[src/rtl/stream_rr_arbiter.sv]
// Packet-aware round-robin arbiter: N valid/ready beat streams share one
// registered 8-bit output stream; a granted packet owns it until its last beat.
module stream_rr_arbiter #(
  parameter  int N   = 4,
  localparam int IDW = $clog2(N)
) (
  input  logic           clock,
  input  logic           reset,
  input  logic [N-1:0]   in_valid,
  output logic [N-1:0]   in_ready,
  input  logic [8*N-1:0] in_data,
  input  logic [N-1:0]   in_last,
  output logic           o_valid,
  input  logic           o_ready,
  output logic [7:0]     o_data,
  output logic           o_last,
  output logic [IDW-1:0] o_src,
  output logic           busy
);

  typedef enum logic {
    IDLE,
    LOCKED
  } state_e;

  state_e         state_q, state_d;
  logic [IDW-1:0] rr_ptr_q, rr_ptr_d;
  logic [IDW-1:0] lock_id_q, lock_id_d;
  logic           o_valid_q, o_valid_d;
  logic [7:0]     o_data_q, o_data_d;
  logic           o_last_q, o_last_d;
  logic [IDW-1:0] o_src_q, o_src_d;

  logic [2*N-1:0] dbl;
  logic [IDW-1:0] winner;
  logic [IDW-1:0] grant;
  logic [7:0]     beat_data;
  logic           beat_last;
  logic           beat_valid;
  logic           slot_free;
  logic           offer;
  logic           xfer;

  function automatic logic [IDW-1:0] inc_mod(input logic [IDW-1:0] v);
    logic [IDW-1:0] r;
    if (int'(v) >= N - 1) r = '0;
    else r = v + 1'b1;
    return r;
  endfunction

  // Rotate so bit k is requester (rr_ptr+k) mod N; lowest k wins.
  always_comb begin
    int s;
    s = 0;
    winner = rr_ptr_q;
    dbl = {in_valid, in_valid} >> rr_ptr_q;
    for (int k = N - 1; k >= 0; k--) begin
      if (dbl[k]) begin
        s = int'(rr_ptr_q) + k;
        if (s >= N) s = s - N;
        winner = s[IDW-1:0];
      end
    end
  end

  always_comb begin
    grant = (state_q == IDLE) ? winner : lock_id_q;
    beat_data = '0;
    beat_last = 1'b0;
    beat_valid = 1'b0;
    for (int g = 0; g < N; g++) begin
      if (grant == IDW'(g)) begin
        beat_data = in_data[8*g +: 8];
        beat_last = in_last[g];
        beat_valid = in_valid[g];
      end
    end
    slot_free = !o_valid_q || o_ready;
    // A locked owner sees ready even across gaps in its packet.
    offer = reset && slot_free &&
            (beat_valid || state_q == LOCKED);
    in_ready = '0;
    for (int g = 0; g < N; g++) begin
      in_ready[g] = offer && (grant == IDW'(g));
    end
    xfer = offer && beat_valid;
  end

  always_comb begin
    state_d = state_q;
    rr_ptr_d = rr_ptr_q;
    lock_id_d = lock_id_q;
    o_valid_d = o_valid_q;
    o_data_d = o_data_q;
    o_last_d = o_last_q;
    o_src_d = o_src_q;
    if (xfer) begin
      o_valid_d = 1'b1;
      o_data_d = beat_data;
      o_last_d = beat_last;
      o_src_d = grant;
    end else if (o_ready) begin
      o_valid_d = 1'b0;
    end
    unique case (state_q)
      IDLE: begin
        if (xfer) begin
          if (beat_last) begin
            rr_ptr_d = inc_mod(grant);
          end else begin
            state_d = LOCKED;
            lock_id_d = grant;
          end
        end
      end
      LOCKED: begin
        if (xfer && beat_last) begin
          state_d = IDLE;
          rr_ptr_d = inc_mod(lock_id_q);
        end
      end
      default: state_d = IDLE;
    endcase
  end

  always_ff @(posedge clock or negedge reset) begin
    if (!reset) begin
      state_q <= IDLE;
      rr_ptr_q <= '0;
      lock_id_q <= '0;
      o_valid_q <= 1'b0;
      o_data_q <= '0;
      o_last_q <= 1'b0;
      o_src_q <= '0;
    end else begin
      state_q <= state_d;
      rr_ptr_q <= rr_ptr_d;
      lock_id_q <= lock_id_d;
      o_valid_q <= o_valid_d;
      o_data_q <= o_data_d;
      o_last_q <= o_last_d;
      o_src_q <= o_src_d;
    end
  end

  assign o_valid = o_valid_q;
  assign o_data = o_data_q;
  assign o_last = o_last_q;
  assign o_src = o_src_q;
  assign busy = (state_q == LOCKED);

endmodule

[config.mk]
export PLATFORM = sky130hd
export DESIGN_NAME = stream_rr_arbiter
export DESIGN_NICKNAME = d
export VERILOG_FILES = /design/src/rtl/stream_rr_arbiter.sv
export SDC_FILE = /design/constraint.sdc
export NUM_CORES = 1
export LEC_CHECK = 0
export BUFFER_PORTS_ARGS = -buffer_cell sky130_fd_sc_hd__buf_2
export CAP_MARGIN = 0
export CORE_ASPECT_RATIO = 0.5
export CORE_UTILIZATION = 46
export CTS_CLUSTER_SIZE = 25
export DETAILED_ROUTE_END_ITERATION = 8
export HOLD_SLACK_MARGIN = 0.1
export PLACE_DENSITY = 0.79
export SLEW_MARGIN = 20
export SYNTH_ARGS = -nofsm -noshare
export SYNTH_HDL_FRONTEND = slang
export SYNTH_SLANG_ARGS = --single-unit
[constraint.sdc]
create_clock -name clock -period 3.55 [get_ports clock]
set_input_delay 0.355 -clock clock [delete_from_list [all_inputs] [get_ports clock]]
set_output_delay 0.355 -clock clock [all_outputs]
set_load 0.02 [all_outputs]
==> flow_results.xml <==
<?xml version="1.0" encoding="UTF-8"?>
<metrics>
  <group name="yosys">
    <metric name="netlist_top_cells_area" unit="">sky130_fd_sc_hd__dfrtp_1 (34%), sky130_fd_sc_hd__a21oi_1 (7.9%), sky130_fd_sc_hd__a221oi_1 (5.6%)</metric>
    <metric name="yosysWarningCount" unit="">0</metric>
    <metric name="synth.distinct_cells" unit="">36</metric>
    <metric name="post_synth_instance_area" unit="mm2">0.00126</metric>
    <metric name="synth-seq-cells" unit="">17</metric>
    <metric name="synth_largest_type_area_fraction" unit="">0.338</metric>
    <metric name="mappedNetlistNets" unit="">198</metric>
    <metric name="synth_sequential_area_ratio" unit="">0.338</metric>
    <metric name="netlist_instances" unit="">150</metric>
    <metric name="cell_type_contributing_the_most_total_cell_area_after_synthesis" unit="">sky130_fd_sc_hd__dfrtp_1</metric>
    <metric name="synth.avg_cell_area" unit="um2">8.40</metric>
  </group>
  <group name="drt">
    <metric name="routed_via_density" unit="">5.33</metric>
    <metric name="routed_wl_met3" unit="um">135</metric>
    <metric name="first_drt_pass_iteration_count" unit="">4</metric>
    <metric name="wl_met2" unit="um">1530</metric>
    <metric name="detailroute.via_count" unit="">1291</metric>
    <metric name="detail_route.drc_violations" unit="">0</metric>
    <metric name="met1_layer_wirelength_in_the_final_routing" unit="um">1410</metric>
    <metric name="first_iter_violations" unit="">43</metric>
    <metric name="totalWireLength" unit="um">3130</metric>
    <metric name="maxUsedRoutingLayer" unit="">met4</metric>
    <metric name="antenna_left" unit="">0</metric>
    <metric name="routed_wire_length_per_instance" unit="um">12.9</metric>
  </group>
  <group name="floorplan">
    <metric name="core-area" unit="mm2">0.00240</metric>
    <metric name="placement_rows" unit="">12</metric>
    <metric name="die_area" unit="mm2">0.00296</metric>
    <metric name="chipHeight" unit="um">39.0</metric>
    <metric name="floorplan.initialDensity" unit="">0.524</metric>
    <metric name="die-width" unit="um">76.0</metric>
    <metric name="floorplan.io_pins" unit="">60</metric>
  </group>
  <group name="clock_network">
    <metric name="cts_tree" unit="">done</metric>
    <metric name="cts-htree-levels" unit="">1</metric>
    <metric name="clkLatencyLatePin" unit="ns">0.25</metric>
    <metric name="clock_path_buffers" unit="">2</metric>
    <metric name="cts-buffers-inserted" unit="">3</metric>
    <metric name="clock_sinks" unit="">17</metric>
    <metric name="clock_tree.root_cell" unit="">sky130_fd_sc_hd__clkbuf_8</metric>
    <metric name="clk_pin_slew_worst_paths" unit="ns">0.06</metric>
  </group>
  <group name="timing">
    <metric name="fin_skew" unit="ns">0.00387</metric>
    <metric name="timing_hold_violations_final" unit="">0</metric>
    <metric name="timing.final.crit_share" unit="">0.923</metric>
    <metric name="worstMarginPinSlew" unit="ns">0.486</metric>
    <metric name="tmin_final" unit="ns">3.28</metric>
    <metric name="final-setup-viol-count" unit="">0</metric>
    <metric name="final_max_slew_viol_count" unit="">0</metric>
    <metric name="timing.fmax" unit="GHz">0.305</metric>
    <metric name="rsz0062_at_grt" unit="">no</metric>
    <metric name="final.setup.tns" unit="ns">0</metric>
    <metric name="slew_headroom" unit="">0.676</metric>
  </group>
  <group name="finish">
    <metric name="layout_common_cells" unit="">sky130_fd_sc_hd__buf_2 (59), sky130_fd_sc_hd__a21oi_1 (20), sky130_fd_sc_hd__dfrtp_1 (17)</metric>
    <metric name="antennaDiodeCount" unit="">0</metric>
    <metric name="stdcell_count" unit="">242</metric>
    <metric name="num-nets-final" unit="">256</metric>
    <metric name="mostFrequentLayoutCell" unit="">sky130_fd_sc_hd__buf_2</metric>
    <metric name="area_growth" unit="%">30.2</metric>
    <metric name="multi_input_area" unit="um2">748</metric>
    <metric name="area_occupied_by_registers" unit="um2">425</metric>
    <metric name="n_fill_cell" unit="">209</metric>
    <metric name="drive_gt1_frac" unit="">0.353</metric>
  </group>
  <group name="worst_hold_path">
    <metric name="worst_hold_path_type" unit="">in2reg</metric>
  </group>
  <group name="global_routing">
    <metric name="grt_pass1_wl" unit="um">5130</metric>
    <metric name="initial_antenna_violation_count" unit="">0</metric>
    <metric name="globalRouteTotalUtil" unit="">0.226</metric>
    <metric name="grt_overflow_total" unit="">0</metric>
    <metric name="grt_max_degree" unit="">26</metric>
    <metric name="first_global_vias" unit="">1217</metric>
  </group>
  <group name="place">
    <metric name="port_buffers" unit="">59</metric>
    <metric name="numPlacedInstances" unit="">237</metric>
    <metric name="place_congestion" unit="">0.803</metric>
    <metric name="post-dp-hpwl" unit="um">2430</metric>
  </group>
  <group name="power_and_ir_drop">
    <metric name="power-per-cell-area" unit="mW/mm2">987</metric>
    <metric name="peakVddDrop" unit="mV">0.438</metric>
    <metric name="swShare" unit="">0.485</metric>
    <metric name="p_comb_frac" unit="">0.675</metric>
    <metric name="cellLeakagePower" unit="nW">0.796</metric>
    <metric name="internal-power" unit="W">0.000834</metric>
    <metric name="power_frac_seq" unit="">0.236</metric>
    <metric name="clockPowerShare" unit="">0.089</metric>
    <metric name="netSwitchingPower" unit="W">0.000785</metric>
  </group>
  <group name="worst_setup_path">
    <metric name="worstSetupPathType" unit="">reg2out</metric>
    <metric name="worst_setup_path_end_kind" unit="">primary output</metric>
    <metric name="worstPathArrival" unit="ns">2.92</metric>
    <metric name="critical_path_peak_fanout" unit="">11</metric>
    <metric name="critPathRequiredTime" unit="ns">3.19</metric>
    <metric name="start_kind" unit="">register</metric>
  </group>
  <group name="outcome">
    <metric name="run_status" unit="">complete, no violations</metric>
  </group>
  <group name="run">
    <metric name="cap_viol_max_count" unit="">0</metric>
  </group>
</metrics>
## final timing paths
check                                        start                      end  slack, ns  cells past startpoint
setup / recovery           rr_ptr_q[1]$_DFFE_PN0P_              in_ready[3]       0.27                     11
hold / removal                             o_ready      o_valid$_DFFE_PN0P_       0.39                      3
setup reg to reg           rr_ptr_q[1]$_DFFE_PN0P_     o_src[1]$_DFFE_PN0P_       0.50                      9
hold reg to reg               o_src[0]$_DFFE_PN0P_     o_src[0]$_DFFE_PN0P_       0.51                      1
max in group asynchronous                    reset  rr_ptr_q[1]$_DFFE_PN0P_       2.68                      2
min in group asynchronous                    reset    o_data[3]$_DFFE_PN0P_       0.57                      2
## metal layers
layer,global-route usage,vias up
met4,0.0433,0
met2,0.468,39
met1,0.261,584
li1,-,661
met3,0.0353,7
met5,0,-
## logic make-up (layout without fill, tap and decap cells)
group                      after synthesis  in the layout  share of synthesized area
DFF                                     17             17                      0.338
and+or+nand+nor                         48             48                      0.216
adders and majority gates                5              5                     0.0497
AOI/OAI and AO/OA                       52             52                      0.273
muxes                                    6              6                     0.0506
buffers and inverters                   22             79                     0.0725
## area by class of cell
| type | instances | share of cell area |
|---|---|---|
| repair buffers | 64 | 0.204 |
| flip-flops and latches | 17 | 0.259 |
| clock inverters | 1 | 0.00305 |
| well taps | 35 | 0.0267 |
| clock buffers | 3 | 0.0252 |
| inverters | 11 | 0.0252 |
| multi-input cells | 111 | 0.456 |
## stage by stage
stage / cell area, um2 / total power (W) / hold slack (ns) / util / setup WS [ns]
3_3_place_gp: 1580 / 0.00144 / 0.300 / 0.657 / 0.353
5_1_grt: 1640 / 0.00177 / 0.400 / 0.683 / 0.0979
2_1_floorplan: 1260 / 0.00120 / 0.0594 / - / 0.708
3_5_place_dp: 1580 / 0.00147 / 0.315 / 0.657 / 0.244
4_1_cts: 1640 / 0.00162 / 0.385 / 0.681 / 0.128
6_report: 1640 / 0.00162 / 0.387 / 0.683 / 0.274
## cells in the mapped netlist, drive strengths merged
cell type  count
a21oi         20
dfrtp         17
inv           11
nor2b         11
nor2          10
a221oi         9
nor3           8
o21ai          7
clkbuf         6
buf            5
ha             5
and2           4
nand2          4
nand2b         4
mux2           3
mux2i          3
o22ai          3
a211oi         2
a22oi          2
and3           2
nand3b         2
nor3b          2
a2111oi        1
a21boi         1
a221o          1
a22o           1
a31oi          1
o2111ai        1
o211a          1
o211ai         1
o21a           1
or2b           1
## critical path, stage by stage, from the launching register on
cell and delay, ns:
sky130_fd_sc_hd__dfrtp_1 0.51, sky130_fd_sc_hd__o22ai_1 0.14, sky130_fd_sc_hd__a221o_1 0.39, sky130_fd_sc_hd__o21ai_1 0.25, sky130_fd_sc_hd__buf_4 0.17, sky130_fd_sc_hd__inv_1 0.05
sky130_fd_sc_hd__ha_1 0.21, sky130_fd_sc_hd__a211oi_1 0.28, sky130_fd_sc_hd__a221oi_2 0.11, sky130_fd_sc_hd__o211a_1 0.25, sky130_fd_sc_hd__and2_1 0.16, sky130_fd_sc_hd__buf_2 0.15
## power groups by stage
stage,sequential [W],clock (W),combinational [W]
after floorplan,0.000440,0,0.000762
after global placement,0.000381,0,0.00106
after detailed placement,0.000385,0,0.00109
after CTS,0.000383,0.000150,0.00109
after global routing,0.000396,0.000154,0.00122
final,0.000382,0.000145,0.00109
## state kept, by name, summed over array words and instances, names as in the netlist, named ones only
name / cells
rr_ptr_q: 2
o_valid: 1
o_data: 8
lock_id_q: 2
o_src: 2
o_last: 1
## what timing repair did
action / in CTS / in global routing
hold buffers: 1 / 0
hold endpoints to repair: 17 / 0
gates resized for setup: 0 / 3
buffers inserted: 0 / 0
setup endpoints to repair: 0 / 8
No activity file was read; power rests on OpenSTA's default activity.
